File: src/rtl/booth_pkg.sv
// Shared types and constants for the radix-2 Booth multiplier controller.
// Holds the FSM state set, default operand width and Booth pair codes.
package booth_pkg;

    localparam int BOOTH_N_DEF = 4;

    localparam logic [1:0] PAIR_SUB = 2'b10;
    localparam logic [1:0] PAIR_ADD = 2'b01;

    typedef enum logic [2:0] {
        IDLE  = 3'd0,
        LOAD  = 3'd1,
        OP    = 3'd2,
        SHIFT = 3'd3,
        DONE  = 3'd4
    } booth_state_e;

    typedef struct packed {
        logic carga_a;
        logic sel_cero;
        logic resta;
        logic desplaza_a;
        logic carga_q;
        logic desplaza_q;
        logic busy;
        logic done;
    } booth_ctl_t;

    localparam booth_ctl_t CTL_NONE = '0;

    // Add/subtract decode of the {Q0, Q-1} pair; 00 and 11 leave A untouched.
    function automatic booth_ctl_t booth_op_ctl(input logic [1:0] pair);
        booth_ctl_t c;
        c         = CTL_NONE;
        c.busy    = 1'b1;
        c.carga_a = (pair == PAIR_SUB) || (pair == PAIR_ADD);
        c.resta   = (pair == PAIR_SUB);
        return c;
    endfunction

endpackage

File: src/rtl/booth_cnt.sv
// Iteration down-counter for the Booth controller.
// Loads N, decrements on request, and flags a zero count.
module booth_cnt
    import booth_pkg::*;
#(
    parameter int N = BOOTH_N_DEF,
    parameter int W = $clog2(N + 1)
) (
    input  logic         clk,
    input  logic         reset,
    input  logic         load_i,
    input  logic         dec_i,
    output logic [W-1:0] cnt_o,
    output logic         zero_o
);

    logic [W-1:0] cnt_q;
    logic [W-1:0] cnt_d;

    always_comb begin
        cnt_d = cnt_q;
        if (load_i) begin
            cnt_d = W'(N);
        end else if (dec_i && (cnt_q != '0)) begin
            cnt_d = cnt_q - 1'b1;
        end
    end

    always_ff @(posedge clk) begin
        if (!reset) begin
            cnt_q <= '0;
        end else begin
            cnt_q <= cnt_d;
        end
    end

    assign cnt_o  = cnt_q;
    assign zero_o = (cnt_q == '0);

endmodule

File: src/rtl/booth_ctrl.sv
// Radix-2 Booth multiplier control FSM: clear/load, then N add/sub + shift steps.
// Define BOOTH_ITER_OUT_EN to expose the live iteration count on port iter.
module booth_ctrl
    import booth_pkg::*;
#(
    parameter int N = BOOTH_N_DEF
) (
    input  logic clk,
    input  logic reset,
    input  logic start,
    input  logic q0,
    input  logic qm1,
    output logic CargaA,
    output logic SelCero,
    output logic Resta,
    output logic DesplazaA,
    output logic CargaQ,
    output logic DesplazaQ,
    output logic busy,
    output logic done
`ifdef BOOTH_ITER_OUT_EN
    ,
    output logic [$clog2(N+1)-1:0] iter
`endif
);

    localparam int CW = $clog2(N + 1);

    booth_state_e state_q;
    booth_state_e state_d;
    booth_ctl_t   ctl;
    logic [CW-1:0] cnt;
    logic          cnt_zero;
    logic          cnt_load;
    logic          cnt_dec;

    assign cnt_load = (state_q == LOAD);
    assign cnt_dec  = (state_q == SHIFT) && !cnt_zero;

    booth_cnt #(
        .N(N),
        .W(CW)
    ) u_cnt (
        .clk   (clk),
        .reset (reset),
        .load_i(cnt_load),
        .dec_i (cnt_dec),
        .cnt_o (cnt),
        .zero_o(cnt_zero)
    );

    always_comb begin
        state_d = state_q;
        unique case (state_q)
            IDLE:    state_d = start ? LOAD : IDLE;
            LOAD:    state_d = OP;
            OP:      state_d = SHIFT;
            // a count of one here becomes zero at this edge
            SHIFT:   state_d = (cnt <= CW'(1)) ? DONE : OP;
            DONE:    state_d = IDLE;
            default: state_d = IDLE;
        endcase
    end

    always_ff @(posedge clk) begin
        if (!reset) begin
            state_q <= IDLE;
        end else begin
            state_q <= state_d;
        end
    end

    always_comb begin
        ctl = CTL_NONE;
        unique case (state_q)
            LOAD: begin
                ctl.carga_a  = 1'b1;
                ctl.sel_cero = 1'b1;
                ctl.carga_q  = 1'b1;
                ctl.busy     = 1'b1;
            end
            OP:    ctl = booth_op_ctl({q0, qm1});
            SHIFT: begin
                ctl.desplaza_a = 1'b1;
                ctl.desplaza_q = 1'b1;
                ctl.busy       = 1'b1;
            end
            DONE:    ctl.done = 1'b1;
            default: ctl = CTL_NONE;
        endcase
    end

    assign CargaA    = ctl.carga_a;
    assign SelCero   = ctl.sel_cero;
    assign Resta     = ctl.resta;
    assign DesplazaA = ctl.desplaza_a;
    assign CargaQ    = ctl.carga_q;
    assign DesplazaQ = ctl.desplaza_q;
    assign busy      = ctl.busy;
    assign done      = ctl.done;

`ifdef BOOTH_ITER_OUT_EN
    assign iter = cnt;
`endif

endmodule
File: config.mk
export PLATFORM = sky130hd
export DESIGN_NAME = booth_ctrl
export DESIGN_NICKNAME = d
export VERILOG_FILES = /design/src/rtl/booth_pkg.sv /design/src/rtl/booth_cnt.sv /design/src/rtl/booth_ctrl.sv
export SDC_FILE = /design/constraint.sdc
export NUM_CORES = 1
export LEC_CHECK = 0
export BUFFER_PORTS_ARGS = -buffer_cell sky130_fd_sc_hd__buf_2
export CAP_MARGIN = 20
export CORE_AREA = 2 2 39 41
export CTS_BUF_LIST = sky130_fd_sc_hd__clkbuf_4 sky130_fd_sc_hd__clkbuf_8 sky130_fd_sc_hd__clkbuf_16
export CTS_CLUSTER_DIAMETER = 80
export DETAILED_ROUTE_END_ITERATION = 12
export DIE_AREA = 0 0 41 43
export HOLD_SLACK_MARGIN = 0.03
export PLACE_DENSITY = 0.57
export SYNTH_ARGS = -nofsm -noshare
export SYNTH_HDL_FRONTEND = slang
export SYNTH_SLANG_ARGS = --single-unit
export TNS_END_PERCENT = 5
File: constraint.sdc
create_clock -name clk -period 1.14 [get_ports clk]
set_input_delay 0 -clock clk [delete_from_list [all_inputs] [get_ports clk]]
set_output_delay 0 -clock clk [all_outputs]
set_load 0.03 [all_outputs]
==> results.env <==
STATUS='complete, no violations'
PORT_BUFFERS=12
CAP_VIOLATIONS=0
NETLIST-CELL-TYPE-COUNT=22
FP.DIEW_UM=41
CTS_INSERTED_BUFFERS=3
MAX_CLOCK_FREQ_GHz=0.882
TRACK_USAGE_PCT=11.7
YOSYSWARNINGS=0
GPL_WTD_CONG=0.685
INSERTION_DELAY_NS=0.24
REPORT.FINAL.SETUP_VIOL=0
USE_MET1_PCT=14.0
FIN_CRIT_SH_PCT=99.5
PLACED_CELL_AREA_UM2=490
DETAIL_ROUTE.DRC_VIOLATIONS=0
GRT_PASS1_VIAS=369
PLACE.DETAILED.HPWL_UM=654
FIN_TNS_SETUP_NS=0
TRITONCTS_NUM_SINKS=6
DP.CELLS=77
DIE_AREA_UM2=1760
CP_DATA_ARRIVAL_TIME_NS=1.13
POWER.IR.VDD_WORST_V=0.000415
CLOCKBUFFERDEPTH=2
STARTING_DENSITY_OF_THE_CORE_PCT=27.7
HOLD_PATH_CLASS='in -> out'
POSTSYNTHAREAPERCELL_UM2=8.32
CLOCKROOTBUFFER='sky130_fd_sc_hd__clkbuf_4'
AREA.GROWTH.SYNTH_TO_FINAL_PCT=59.8
NETLIST_INSTANCES=46
POST_SYNTH_INSTANCE_AREA_UM2=383
LARGEST_NET_DEGREE_AT_THE_START_OF_GLOBAL_ROUTING=9
INITIALDRTVIOLATIONCOUNT=6
DESIGN.PORTCOUNT=13
TIMING.FINAL.CRIT_PERIOD_NS=1.13
CORE_REGION_AREA_UM2=1380
CRITPATHMAXFANOUT=6
DIE_HEIGHT_UM=43
SYNTH_SEQ_CELLS=6
FINAL_NET_COUNT=77
WORST-SLEW-PIN-TRANSITION_NS=0.326
ROUTED_VIA_DENSITY=4.72
POWER.DENSITY_nW_PER_UM2=1040
VIAS_POST_DR=387
FINAL_HOLD_VIOL_COUNT=0
SEQ_AREA_FRAC_SYNTH_PCT=31.4
DETAIL-ROUTE-ANTENNA-NETS=0
STATIC-LEAKAGE-POWER_nW=0.281
GRTUSAGEMET2_PCT=16.3
MAXSLEWHEADROOM_PCT=78.0
TIMING.CRITICAL_PATH.TO_TYPE='primary output'
DETAIL_ROUTE.WIRELENGTH_UM=950
DETAIL_ROUTE.FIRST_PASS.ITERATIONS=4
POST_CTS.REPAIR.SETUP_BUFFERS=0
GLOBAL_ROUTE.OVERFLOW_TOTAL=0
INSERTEDDIODECOUNT=0
H-TREE-DEPTH=1
GRT-BUSIEST-LAYER='met2'
CTS.REPORTEDPATHS.CLKPINSLEW_NS=0.05
FIN_CELLS=82
GRT_PASS1_WL_UM=1370
GRT_UTIL_MET3_PCT=3.14
WIRE_PER_INST_UM=11.6
RSZ0062_AT_GRT='yes'
ROWS=14
GRT_ANTENNA_BEFORE_REPAIR=0
SYNTH_FP_NETS=55
FRACTION_OF_FINAL_LAYOUT_CELLS_WITH_DRIVE_STRENGTH_GREATER_THAN_1_PCT=57.6
START_KIND='register'
TRITONCTS='yes'
REQUIRED_NS=1.14
FINALINSTANCEAREA_UM2=612
DRV_SLEW=0
FIN_WORST_SKEW_NS=0.00132
WORSTSETUPPATHTYPE='reg -> out'
## worst paths after layout
check | slack (ns) | cells after the start | end | from
min | 0.53 | 6 | Resta | qm1
max | 0.006 | 5 | CargaA | state_q[0]
min reg2reg | 0.56 | 2 | state_q[1] | state_q[1]
max reg2reg | 0.04 | 5 | state_q[2] | u_cnt.cnt_o[1]
## synth_stat cells, drive strengths merged
library cell	count	area, um2
nand3	1	5.00
inv	3	11.3
buf	3	26.3
nor4b	1	8.76
a31oi	1	6.26
dfxtp	6	120
ha	4	50.1
nand2	3	11.3
nand2b	2	12.5
nor2	6	22.5
a21o	1	7.51
nor3	2	10.0
and3b	1	8.76
nor3b	1	7.51
a21oi	3	15.0
o31a	1	8.76
o21ba	2	20.0
a21boi	1	7.51
o21ai	1	5.00
and3	3	18.8
## critical path, cell delays in order (launching register included)
cell and delay, ns:
sky130_fd_sc_hd__dfxtp_2 0.33, sky130_fd_sc_hd__buf_6 0.13, sky130_fd_sc_hd__nor2_4 0.07, sky130_fd_sc_hd__nand2_2 0.06, sky130_fd_sc_hd__a21oi_2 0.16, sky130_fd_sc_hd__buf_6 0.15
## final cells by class
type	instances	area (um2)
Timing Repair Buffer	20	164
Sequential cell	6	126
Clock buffer	3	22.5
Tap cell	16	20.0
Fill cell	140	772
Multi-Input combinational cell	34	268
Inverter	3	11.3
## layer usage
metal | wire (um) | vias up
met5 | 0 | -
li1 | - | 197
met4 | 0 | 0
met2 | 539 | 4
met3 | 14 | 0
met1 | 396 | 186
## cell usage in the layout (no fill, tap or decap), types with 2 or more instances in the layout
master                          count
sky130_fd_sc_hd__buf_6              5
sky130_fd_sc_hd__ha_1               2
sky130_fd_sc_hd__nand2_1            2
sky130_fd_sc_hd__nor2_1             4
sky130_fd_sc_hd__clkbuf_4           5
sky130_fd_sc_hd__buf_2              4
sky130_fd_sc_hd__dfxtp_2            5
sky130_fd_sc_hd__buf_4              7
sky130_fd_sc_hd__nand2b_1           2
sky130_fd_sc_hd__inv_2              2
sky130_fd_sc_hd__a21oi_1            2
sky130_fd_sc_hd__dlygate4sd3_1      2
sky130_fd_sc_hd__and3_1             2
## per-stage QoR
stage | utilization (%) | setup slack, ns | total power, mW | hold slack [ns]
floorplan | - | -0.0793 | 0.339 | 0.116
finish | 44.2 | 0.00560 | 0.635 | 0.531
global route | 44.2 | -0.0273 | 0.665 | 0.570
detailed placement | 35.4 | -0.0200 | 0.391 | 0.280
global placement | 35.4 | 0.0169 | 0.391 | 0.272
CTS | 39.1 | -0.0277 | 0.607 | 0.514
## cell families (layout without fill, tap and decap cells)
group / count (synthesis) / count (layout) / share of synthesized area [%]
buffers and inverters: 6 / 26 / 9.80
adder cells (fa/ha/maj): 4 / 4 / 13.1
AO/OA/AOI/OAI: 10 / 10 / 18.3
AND/OR/NAND/NOR: 20 / 20 / 27.5
flip-flops: 6 / 6 / 31.4
## registers in the layout (all words and copies together) (netlist names)
register / count
state_q: 3
u_cnt.cnt_o: 3
## repair_timing
item,in CTS,in global routing
gates resized for setup,4,27
pin swaps,2,2
hold buffers,2,0
setup endpoints to repair,4,12
endpoints found under the hold margin,3,0
## power by group
group | internal [mW] | switching (mW) | leakage (nW) | total, mW
sequential | 0.224 | 0.00987 | 0.0512 | 0.233
combinational | 0.0918 | 0.110 | 0.216 | 0.202
clock | 0.119 | 0.0804 | 0.0138 | 0.200
(Power assumes the default switching activity.)
